**src/rtl/rst_sequencer_if.sv**
```systemverilog
// Signal bundle between the reset sequencer and the domains it controls.
// master = the sequencer, slave = the environment feeding ready/request and consuming resets.
interface rst_sequencer_if #(
  parameter int NUM_STAGES = 4
);
  logic                  idelay_rdy;
  logic                  sw_rst_req;
  logic [NUM_STAGES-1:0] stage_rst;
  logic                  seq_done;
  logic [2:0]            seq_state;
  logic [7:0]            fault_count;
  logic                  idelay_rst_req;
  logic                  timeout;

  modport master (
    input  idelay_rdy, sw_rst_req,
    output stage_rst, seq_done, seq_state, fault_count, idelay_rst_req, timeout
  );

  modport slave (
    output idelay_rdy, sw_rst_req,
    input  stage_rst, seq_done, seq_state, fault_count, idelay_rst_req, timeout
  );
endinterface

```
**src/rtl/rst_sequencer.sv**
```systemverilog
// Staged reset sequencer: releases NUM_STAGES resets in order once IDELAYCTRL ready is stable.
// Optional WAIT_RDY watchdog toward IDELAYCTRL is enabled by defining RST_SEQ_TIMEOUT_EN.
module rst_sequencer #(
  parameter int NUM_STAGES     = 4,
  parameter int STAGE_DELAY    = 256,
  parameter int SETTLE_CYCLES  = 1024,
  parameter int SYNC_STAGES    = 2,
  parameter int TIMEOUT_CYCLES = 65536
) (
  input  logic sys_clk,
  input  logic sys_rst,
  rst_sequencer_if.master bus
);

  typedef enum logic [2:0] {
    RESET    = 3'd0,
    WAIT_RDY = 3'd1,
    SETTLE   = 3'd2,
    RELEASE  = 3'd3,
    RUN      = 3'd4,
    FAULT    = 3'd5
  } state_t;

  localparam int CNT_MAX = (SETTLE_CYCLES > STAGE_DELAY) ? SETTLE_CYCLES : STAGE_DELAY;
  localparam int CNT_W   = (CNT_MAX > 1) ? $clog2(CNT_MAX) : 1;
  localparam int IDX_W   = (NUM_STAGES > 1) ? $clog2(NUM_STAGES) : 1;

  if (NUM_STAGES < 1 || NUM_STAGES > 16) begin : g_bad_num_stages
    $error("rst_sequencer: NUM_STAGES out of range 1..16");
  end
  if (SYNC_STAGES < 2 || SYNC_STAGES > 4) begin : g_bad_sync_stages
    $error("rst_sequencer: SYNC_STAGES out of range 2..4");
  end
  if (STAGE_DELAY < 1 || SETTLE_CYCLES < 1 || TIMEOUT_CYCLES < 1) begin : g_bad_delays
    $error("rst_sequencer: STAGE_DELAY, SETTLE_CYCLES and TIMEOUT_CYCLES must be >= 1");
  end

  function automatic logic [7:0] sat_inc8(input logic [7:0] v);
    return (v == 8'hFF) ? v : v + 8'd1;
  endfunction

  logic [SYNC_STAGES-1:0] rdy_sync;
  logic                   rdy_s;
  state_t                 state, state_nxt;
  logic [CNT_W-1:0]       cnt, cnt_nxt;
  logic [IDX_W-1:0]       idx, idx_nxt;
  logic [NUM_STAGES-1:0]  stage_rst, stage_rst_nxt;
  logic                   seq_done, seq_done_nxt;
  logic [7:0]             fault_count, fault_count_nxt;
  logic                   rdy_loss, sw_req;

  assign rdy_s = rdy_sync[SYNC_STAGES-1];

  always_ff @(posedge sys_clk) begin
    if (sys_rst) begin
      rdy_sync    <= '0;
      state       <= RESET;
      cnt         <= '0;
      idx         <= '0;
      stage_rst   <= '1;
      seq_done    <= 1'b0;
      fault_count <= 8'd0;
    end else begin
      rdy_sync    <= {rdy_sync[SYNC_STAGES-2:0], bus.idelay_rdy};
      state       <= state_nxt;
      cnt         <= cnt_nxt;
      idx         <= idx_nxt;
      stage_rst   <= stage_rst_nxt;
      seq_done    <= seq_done_nxt;
      fault_count <= fault_count_nxt;
    end
  end

  always_comb begin
    state_nxt       = state;
    cnt_nxt         = cnt;
    idx_nxt         = idx;
    stage_rst_nxt   = stage_rst;
    seq_done_nxt    = seq_done;
    fault_count_nxt = fault_count;
    rdy_loss = !rdy_s && (state == RELEASE || state == RUN);
    sw_req   = bus.sw_rst_req && (state != RESET) && (state != FAULT);

    // Ready loss and software request share one path; only ready loss is counted.
    if (rdy_loss || sw_req) begin
      state_nxt     = FAULT;
      cnt_nxt       = '0;
      stage_rst_nxt = '1;
      seq_done_nxt  = 1'b0;
      if (rdy_loss) fault_count_nxt = sat_inc8(fault_count);
    end else begin
      case (state)
        RESET: begin
          state_nxt     = WAIT_RDY;
          stage_rst_nxt = '1;
          seq_done_nxt  = 1'b0;
        end
        WAIT_RDY: begin
          stage_rst_nxt = '1;
          if (rdy_s) begin
            cnt_nxt   = '0;
            state_nxt = SETTLE;
          end
        end
        SETTLE: begin
          if (!rdy_s) begin
            state_nxt = WAIT_RDY;
          end else if (cnt == CNT_W'(SETTLE_CYCLES - 1)) begin
            cnt_nxt   = '0;
            idx_nxt   = '0;
            state_nxt = RELEASE;
          end else begin
            cnt_nxt = cnt + 1'b1;
          end
        end
        RELEASE: begin
          if (cnt == CNT_W'(STAGE_DELAY - 1)) begin
            stage_rst_nxt[idx] = 1'b0;
            cnt_nxt            = '0;
            if (idx == IDX_W'(NUM_STAGES - 1)) begin
              idx_nxt      = '0;
              state_nxt    = RUN;
              seq_done_nxt = 1'b1;
            end else begin
              idx_nxt = idx + 1'b1;
            end
          end else begin
            cnt_nxt = cnt + 1'b1;
          end
        end
        RUN: begin
          stage_rst_nxt = '0;
          seq_done_nxt  = 1'b1;
        end
        FAULT: begin
          stage_rst_nxt = '1;
          if (bus.sw_rst_req) begin
            cnt_nxt = '0;
          end else if (cnt == CNT_W'(STAGE_DELAY - 1)) begin
            cnt_nxt   = '0;
            state_nxt = WAIT_RDY;
          end else begin
            cnt_nxt = cnt + 1'b1;
          end
        end
        default: begin
          state_nxt     = RESET;
          stage_rst_nxt = '1;
          seq_done_nxt  = 1'b0;
        end
      endcase
    end
  end

  assign bus.stage_rst   = stage_rst;
  assign bus.seq_done    = seq_done;
  assign bus.seq_state   = state;
  assign bus.fault_count = fault_count;

`ifdef RST_SEQ_TIMEOUT_EN
  localparam int WD_W = (TIMEOUT_CYCLES > 1) ? $clog2(TIMEOUT_CYCLES) : 1;

  logic [WD_W-1:0] wd_cnt, wd_cnt_nxt;
  logic [3:0]      pulse_cnt, pulse_cnt_nxt;
  logic            idelay_rst_req, idelay_rst_req_nxt;
  logic            timeout, timeout_nxt;
  logic            wd_stay, wd_trig;

  always_ff @(posedge sys_clk) begin
    if (sys_rst) begin
      wd_cnt         <= '0;
      pulse_cnt      <= '0;
      idelay_rst_req <= 1'b0;
      timeout        <= 1'b0;
    end else begin
      wd_cnt         <= wd_cnt_nxt;
      pulse_cnt      <= pulse_cnt_nxt;
      idelay_rst_req <= idelay_rst_req_nxt;
      timeout        <= timeout_nxt;
    end
  end

  // Watchdog only runs while the FSM stays in WAIT_RDY; the 16-cycle pulse runs to completion.
  always_comb begin
    pulse_cnt_nxt      = pulse_cnt;
    idelay_rst_req_nxt = idelay_rst_req;
    timeout_nxt        = timeout;
    wd_stay    = (state == WAIT_RDY) && (state_nxt == WAIT_RDY);
    wd_trig    = wd_stay && (wd_cnt == WD_W'(TIMEOUT_CYCLES - 1));
    wd_cnt_nxt = (wd_stay && !wd_trig) ? wd_cnt + 1'b1 : '0;
    if (wd_trig) begin
      idelay_rst_req_nxt = 1'b1;
      pulse_cnt_nxt      = 4'd15;
      timeout_nxt        = 1'b1;
    end else if (idelay_rst_req) begin
      if (pulse_cnt == 4'd0) idelay_rst_req_nxt = 1'b0;
      else                   pulse_cnt_nxt      = pulse_cnt - 4'd1;
    end
  end

  assign bus.idelay_rst_req = idelay_rst_req;
  assign bus.timeout        = timeout;
`else
  assign bus.idelay_rst_req = 1'b0;
  assign bus.timeout        = 1'b0;
`endif

endmodule
```
**src/flat_wrapper.sv**
```systemverilog
// flat-port wrapper written by rule: the top's interface ports become plain ports
module rst_sequencer_flat 
#(
  parameter int NUM_STAGES     = 4,
  parameter int STAGE_DELAY    = 256,
  parameter int SETTLE_CYCLES  = 1024,
  parameter int SYNC_STAGES    = 2,
  parameter int TIMEOUT_CYCLES = 65536
)
  (sys_clk, sys_rst, bus_idelay_rdy, bus_sw_rst_req, bus_stage_rst, bus_seq_done, bus_seq_state, bus_fault_count, bus_idelay_rst_req, bus_timeout);
  rst_sequencer_if #(.NUM_STAGES(NUM_STAGES)) bus_i ();
  input  logic sys_clk;
  input  logic sys_rst;
  input wire logic [$bits(bus_i.idelay_rdy)-1:0] bus_idelay_rdy;
  input wire logic [$bits(bus_i.sw_rst_req)-1:0] bus_sw_rst_req;
  output wire logic [$bits(bus_i.stage_rst)-1:0] bus_stage_rst;
  output wire logic [$bits(bus_i.seq_done)-1:0] bus_seq_done;
  output wire logic [$bits(bus_i.seq_state)-1:0] bus_seq_state;
  output wire logic [$bits(bus_i.fault_count)-1:0] bus_fault_count;
  output wire logic [$bits(bus_i.idelay_rst_req)-1:0] bus_idelay_rst_req;
  output wire logic [$bits(bus_i.timeout)-1:0] bus_timeout;
  assign bus_i.idelay_rdy = bus_idelay_rdy;
  assign bus_i.sw_rst_req = bus_sw_rst_req;
  assign bus_stage_rst = bus_i.stage_rst;
  assign bus_seq_done = bus_i.seq_done;
  assign bus_seq_state = bus_i.seq_state;
  assign bus_fault_count = bus_i.fault_count;
  assign bus_idelay_rst_req = bus_i.idelay_rst_req;
  assign bus_timeout = bus_i.timeout;
  rst_sequencer #(.NUM_STAGES(NUM_STAGES), .STAGE_DELAY(STAGE_DELAY), .SETTLE_CYCLES(SETTLE_CYCLES), .SYNC_STAGES(SYNC_STAGES), .TIMEOUT_CYCLES(TIMEOUT_CYCLES)) u_core (.sys_clk(sys_clk), .sys_rst(sys_rst), .bus(bus_i));
endmodule
```
**config.mk**
```make
export PLATFORM = sky130hd
export DESIGN_NAME = rst_sequencer_flat
export DESIGN_NICKNAME = d
export VERILOG_FILES = /design/src/rtl/rst_sequencer_if.sv /design/src/rtl/rst_sequencer.sv /design/src/flat_wrapper.sv
export SDC_FILE = /design/constraint.sdc
export NUM_CORES = 1
export LEC_CHECK = 0
export CAP_MARGIN = 0
export CORE_MARGIN = 2
export CORE_UTILIZATION = 58
export DETAILED_ROUTE_END_ITERATION = 6
export PLACE_DENSITY = 0.91
export SYNTH_ARGS = -nofsm -noshare
export SYNTH_HDL_FRONTEND = slang
export SYNTH_SLANG_ARGS = --single-unit
```
**constraint.sdc**
```tcl
create_clock -name sys_clk -period 3.38 [get_ports sys_clk]
set_clock_uncertainty 0.05 [all_clocks]
set_input_delay 0.338 -clock sys_clk [delete_from_list [all_inputs] [get_ports sys_clk]]
set_output_delay 0.338 -clock sys_clk [all_outputs]
set_load 0.01 [all_outputs]
```
==> flow_metrics.py, run 1 <==
metrics = {
    "power": {
        "clkPwrFrac": 0.308,
        "seqPwrFrac": 0.511,
        "p_leak_uw": 0.000660,
        "power.density_nw_per_um2": 392,
        "switching_power_uw": 229,
        "cell_internal_pwr_uw": 533,
        "p_comb_frac": 0.181,
        "vdd_drop_max_mv": 0.342,
        "p_sw_frac": 0.301,
    },
    "cells_and_area": {
        "final_core_util": 0.705,
        "num-nets-final": 232,
        "synthToLayoutAreaGrowth_pct": 14.7,
        "antenna_cells": 0,
        "drive_gt1_frac": 0.0852,
        "stdcell_count": 254,
    },
    "yosys": {
        "netlist.area_leader.share": 0.355,
        "yosysUniqueCellTypes": 52,
        "synth.area.top_cells": "dfxtp_1 (35%), ha_1 (4.4%), nor2_1 (4.2%)",
        "ys_warn_count": 0,
        "synthCells": 204,
        "ys_ff_latch": 30,
        "synth_edf_count": 0,
        "synth_common_cells": "dfxtp_1 (30), nor2_1 (19), nand2_1 (18)",
        "yosysMostFrequentCell": "dfxtp_1",
        "syn-cell-area_um2": 1690,
        "yosysSeqAreaShare": 0.355,
        "async_flop_share": 0,
        "synth_flop_cell": "dfxtp_1",
        "syn_area_per_cell_um2": 8.30,
        "yosysTopAreaCell": "dfxtp_1",
    },
    "setup_path": {
        "cp_top_family": "simple AND/OR/NAND/NOR gates",
        "crit_path_cell_trace": "or3b_4 > a211oi_4 > and4b_1 > mux2_1 > nor2_1",
        "cp.arrival_ps": 2430,
        "worst_r2r_endpoint": "u_core.idx[1]",
        "critPathMaxFanout": 16,
        "reg2reg_slack_ps": 1180,
        "required_ps": 3610,
        "startpoint_type": "flop",
        "critPathMaxStageDelay_ps": 600,
        "path_buf_inv": 0,
        "r2r-start": "u_core.bus.seq_state[0]",
        "setup.worst_path.class": "reg2reg",
        "r2r_cells": 5,
        "slowest_stage": "dfxtp_1",
        "cp-end-kind": "flop",
    },
    "placed_design": {
        "hpwlAfterDp_mm": 2.38,
        "io_buffer_count": 19,
        "dp.cells": 246,
        "routabilityCongestion": 0.888,
    },
    "cts": {
        "clockRootBuffer": "clkbuf_4",
        "clk_pin_slew_ps": 100,
        "cts_max_level": 2,
        "cts.sinks": 30,
        "post-cts-setup-buffers": 0,
        "cts-buffers-inserted": 5,
        "clock_latency_ps": 350,
        "clk_path_buf_depth": 2,
        "cts_tree": "built",
        "postCtsHoldBufs": 0,
        "cts_resized": 0,
    },
    "global_routing": {
        "antenna_found_initial": 0,
        "grt-busiest-layer": "met2",
        "grt_pass1_vias": 1332,
        "grt_usage": 0.218,
        "use_met3": 0.0603,
        "grt_use_met2": 0.336,
        "met1_usage": 0.270,
        "grt_max_degree": 19,
        "overflow": 0,
        "grt_pass1_wl_mm": 5.68,
    },
    "floorplanning": {
        "start_util": 0.614,
        "die_y_um": 58.0,
        "fp.coreArea_um2": 2760,
        "die_area_um2": 3370,
        "row_count": 19,
        "die_w_um": 58.0,
        "io_pins": 22,
    },
    "timing": {
        "relSlewSlack": 0.639,
        "slew_viol_final": 0,
        "finalHoldWorstSlack_ps": 401,
        "rsz0062_at_grt": "no",
        "hold_viol": 0,
        "fin_setup_tns_ps": 0,
        "period_minus_slack_ps": 2200,
        "worst_pin_slew_ps": 537,
        "setup_violations": 0,
        "timing.final.crit_share": 0.650,
        "fmax_ghz": 0.455,
    },
    "route": {
        "viasPerCell": 5.98,
        "firstDrtPassIters": 4,
        "finalWirelength_mm": 3.32,
        "vias": 1519,
        "ant_nets": 0,
        "drc_errors": 0,
        "wl_per_cell_um": 13.1,
        "drtIter0Drc": 76,
    },
    "flow_run": {
        "maxCapViolCount": 0,
    },
    "worst_hold_path": {
        "min_from": "u_core.rdy_sync[0]",
        "hold_depth": 1,
        "min_to": "u_core.rdy_sync[1]",
        "hold_class": "reg2reg",
    },
    "outcome": {
        "status": "finished, final reports clean",
    },
}
[power groups by stage]
stage                     logic [µW]  registers, µW  clock network [µW]
after floorplan                  101            391                   0
after global placement           136            397                   0
after detailed placement         138            398                   0
after CTS                        139            390                 237
after global routing             152            394                 254
final                            138            390                 235
[routing by layer]
metal | share of wire | up-vias
met5 | 0 | -
met1 | 0.47 | 704
li1 | - | 766
met2 | 0.44 | 35
met4 | 0.041 | 0
met3 | 0.048 | 14
[logic make-up (layout without fill, tap and decap cells)]
logic type / Yosys count / after routing / share of synthesized area
DFF: 30 / 30 / 0.355
muxes: 5 / 5 / 0.0303
other: 1 / 2 / 0.00221
AOI/OAI and AO/OA: 42 / 42 / 0.172
and+or+nand+nor: 95 / 95 / 0.305
buffers and inverters: 17 / 35 / 0.0502
xor gates and xnor gates: 8 / 8 / 0.0414
adders and majority gates: 6 / 6 / 0.0443
[placed cells by master, fill, tap and decap left out, drive strengths merged, types with 5 or more instances in the layout]
cell type      Yosys  routed
nor3              12      12
nand3              6       6
nand2             18      18
o21ai              9       9
clkdlybuf4s50      0      19
inv                6       6
nand4              7       7
a21oi             12      12
xor2               6       6
nor2b              5       5
or2                5       5
ha                 6       6
clkbuf             3       6
nor2              20      20
dfxtp             30      30
[worst reg2reg max path: stages, from the launching register on]
cell      delay (ps)
dfxtp_1          600
or3b_4           450
a211oi_4         340
and4b_1          290
mux2_1           330
nor2_1            80
[worst max-delay path by stage]
stage / startpoint / end / cells after the start
2_1_floorplan: u_core.bus.seq_state[0] / u_core.idx[1] / 5
3_3_place_gp: bus_sw_rst_req / u_core.cnt[5] / 6
3_5_place_dp: bus_sw_rst_req / u_core.cnt[7] / 6
4_1_cts: u_core.bus.seq_state[0] / u_core.idx[1] / 5
5_1_grt: u_core.bus.seq_state[0] / u_core.idx[1] / 5
6_report: u_core.bus.seq_state[0] / u_core.idx[1] / 5
[area by class of cell]
type | count | area, µm²
Timing Repair Buffer | 21 | 205
Inverter | 6 | 22.5
Clock inverter | 2 | 12.5
Multi-Input combinational cell | 158 | 1010
Tap cell | 31 | 38.8
Fill cell | 223 | 815
Clock buffer | 6 | 51.3
Sequential cell | 30 | 601
[sequential cells by signal, summed over array words and instances (netlist names)]
register and count:
u_core.bus.seq_done 1, u_core.bus.seq_state 3, u_core.bus.stage_rst 4, u_core.rdy_sync 2, u_core.idx 2, u_core.bus.fault_count 8, u_core.cnt 10
[per-stage QoR]
step	setup slack [ps]	instance area, µm²	total power, µW
floorplan	1500	1700	492
global placement	1220	1880	533
detailed placement	1160	1880	536
CTS	1200	1940	766
global route	1100	1940	800
finish	1180	1940	762
Note: power is estimated with default switching activity, not from simulation.
==> inputs of run 2 (changes only) <==
--- a/config.mk
+++ b/config.mk
@@ -7,9 +7,9 @@
 export LEC_CHECK = 0
 export CAP_MARGIN = 0
 export CORE_MARGIN = 2
-export CORE_UTILIZATION = 58
+export CORE_UTILIZATION = 49
 export DETAILED_ROUTE_END_ITERATION = 6
-export PLACE_DENSITY = 0.91
+export PLACE_DENSITY = 0.83
 export SYNTH_ARGS = -nofsm -noshare
 export SYNTH_HDL_FRONTEND = slang
 export SYNTH_SLANG_ARGS = --single-unit
==> constraint.sdc (replaced) <==
create_clock -name sys_clk -period 2 [get_ports sys_clk]
set_clock_uncertainty 0.05 [all_clocks]
set_input_delay 0.2 -clock sys_clk [delete_from_list [all_inputs] [get_ports sys_clk]]
set_output_delay 0.2 -clock sys_clk [all_outputs]
set_load 0.01 [all_outputs]
==> run 2 against run 1 <==
Effect of this change:
- power up 89%
- sequential share of layout area down 2.7 points
- die area up 17%
- register-to-register slack worse by 1000 ps
- global-route usage down 2.4 points
- core utilization down 6.6 points
- clock-buffer cell count unchanged
- non-clock buffer count up 16
- largest cell class unchanged
==> flow_metrics.py, run 2 (same netlist as run 1, synthesis figures left out) <==
metrics = {
    "timing": {
        "timing.final.crit_share": 0.928,
        "period_minus_slack_ps": 1860,
        "slew_viol_final": 0,
        "hold_viol": 0,
        "rsz0062_at_grt": "no",
        "setup_violations": 0,
        "fmax_ghz": 0.539,
    },
    "cts": {
        "cts-buffers-inserted": 5,
        "clk_path_buf_depth": 2,
        "clock_latency_ps": 330,
        "clk_pin_slew_ps": 90,
        "cts.sinks": 30,
        "clockRootBuffer": "clkbuf_4",
        "postCtsHoldBufs": 0,
        "cts_tree": "built",
        "cts_max_level": 2,
    },
    "floorplanning": {
        "die_y_um": 62.8,
        "start_util": 0.508,
        "die_area_um2": 3940,
        "die_w_um": 62.8,
        "fp.coreArea_um2": 3340,
        "io_pins": 22,
        "row_count": 21,
    },
    "route": {
        "ant_nets": 0,
        "drtIter0Drc": 95,
        "viasPerCell": 5.67,
        "vias": 1610,
        "finalWirelength_mm": 3.87,
        "wl_per_cell_um": 13.6,
        "firstDrtPassIters": 4,
        "drc_errors": 0,
    },
    "cells_and_area": {
        "final_common_cell": "dfxtp_1",
        "final_cell_mix": "dfxtp_1 (30), nor2_1 (19), clkdlybuf4s50_1 (19)",
        "antenna_cells": 0,
        "nFillCells": 291,
        "multi_input_area_um2": 1030,
        "largest_reg_flops": 10,
        "final_area_um2": 2130,
        "regMostFlops": "u_core.cnt",
        "largestRegisters": "u_core.cnt (10), u_core.bus.fault_count (8), u_core.bus.stage_rst (4)",
        "drive_gt1_frac": 0.155,
        "stdcell_count": 284,
        "synthToLayoutAreaGrowth_pct": 25.7,
        "seq_area_um2": 601,
        "num-nets-final": 248,
    },
    "placed_design": {
        "place_area_um2": 2020,
        "hpwlAfterDp_mm": 2.64,
        "routabilityCongestion": 0.863,
        "dp.cells": 276,
        "io_buffer_count": 19,
    },
    "setup_path": {
        "crit_path_cell_trace": "ha_1 > nand4_1 > buf_4 > or3_1 > a31oi_1 > o21bai_1 > a41oi_1",
        "required_ps": 2190,
        "critPathLaunch": "u_core.cnt[0]",
        "cp.arrival_ps": 2050,
        "r2r-start": "u_core.cnt[0]",
        "critPathMaxFanout": 5,
        "setup.worst_path.class": "reg2reg",
        "critPathMaxStageDelay_ps": 380,
        "slowest_stage": "dfxtp_1",
        "path_buf_inv": 1,
        "cp-end-kind": "flop",
        "startpoint_type": "flop",
        "cp_top_family": "compound AO/OA/AOI/OAI gates",
    },
    "global_routing": {
        "grt_usage": 0.194,
        "overflow": 0,
        "grt_pass1_vias": 1460,
        "grt_max_degree": 16,
        "antenna_found_initial": 0,
        "grt_pass1_wl_mm": 6.27,
    },
    "worst_hold_path": {
        "min_from": "bus_idelay_rdy",
        "hold_class": "in2reg",
    },
    "power": {
        "power.density_nw_per_um2": 677,
        "vdd_drop_max_mv": 0.527,
        "p_leak_uw": 0.000758,
    },
    "outcome": {
        "status": "finished, final reports clean",
    },
    "flow_run": {
        "maxCapViolCount": 0,
    },
}
-- run 2: through the flow --
stage	total power, µW	util	hold slack (ps)	worst slack [ps]	TNS [ps]
finish	1440	0.638	366	143	0
global placement	939	0.606	369	46.1	0
detailed placement	943	0.606	380	-4.67	-4.67
CTS	1440	0.631	362	17.1	0
global route	1500	0.638	377	53.2	0
floorplan	831	-	219	117	0
-- run 2: layout make-up --
cell class | instances | area share
multi-input combinational | 158 | 0.484
sequential | 30 | 0.282
timing repair buffer | 37 | 0.159
tap | 46 | 0.0270
clock buffer | 6 | 0.0241
clock inverter | 1 | 0.0141
inverter | 6 | 0.0106
-- run 2: per-layer routing --
layer / vias up / wire length (µm) / track usage
met3: 12 / 235 / 0.0468
met2: 51 / 1850 / 0.306
li1: 795 / - / -
met1: 752 / 1690 / 0.251
met4: 0 / 92 / 0.0861
met5: - / 0 / 0
-- run 2: path summary, 6_finish.rpt --
path                                  end  slack (ps)  depth (start not counted)
setup reg to reg  u_core.bus.seq_state[0]         140                          7
hold reg to reg        u_core.rdy_sync[1]         400                          1
setup / recovery  u_core.bus.seq_state[0]         140                          7
hold / removal         u_core.rdy_sync[0]         370                          2
-- run 2: timing repair --
| action | 4_1_cts | 5_1_grt |
|---|---|---|
| buffers inserted | 0 | 1 |
| gates resized for setup | 0 | 5 |
| endpoints found under the setup margin | 0 | 15 |
-- run 2: power breakdown --
group	total [µW]	switching [µW]	internal (µW)
Sequential	646	26.6	619
Combinational	292	146	146
Clock	503	212	291
Total	1440	385	1060
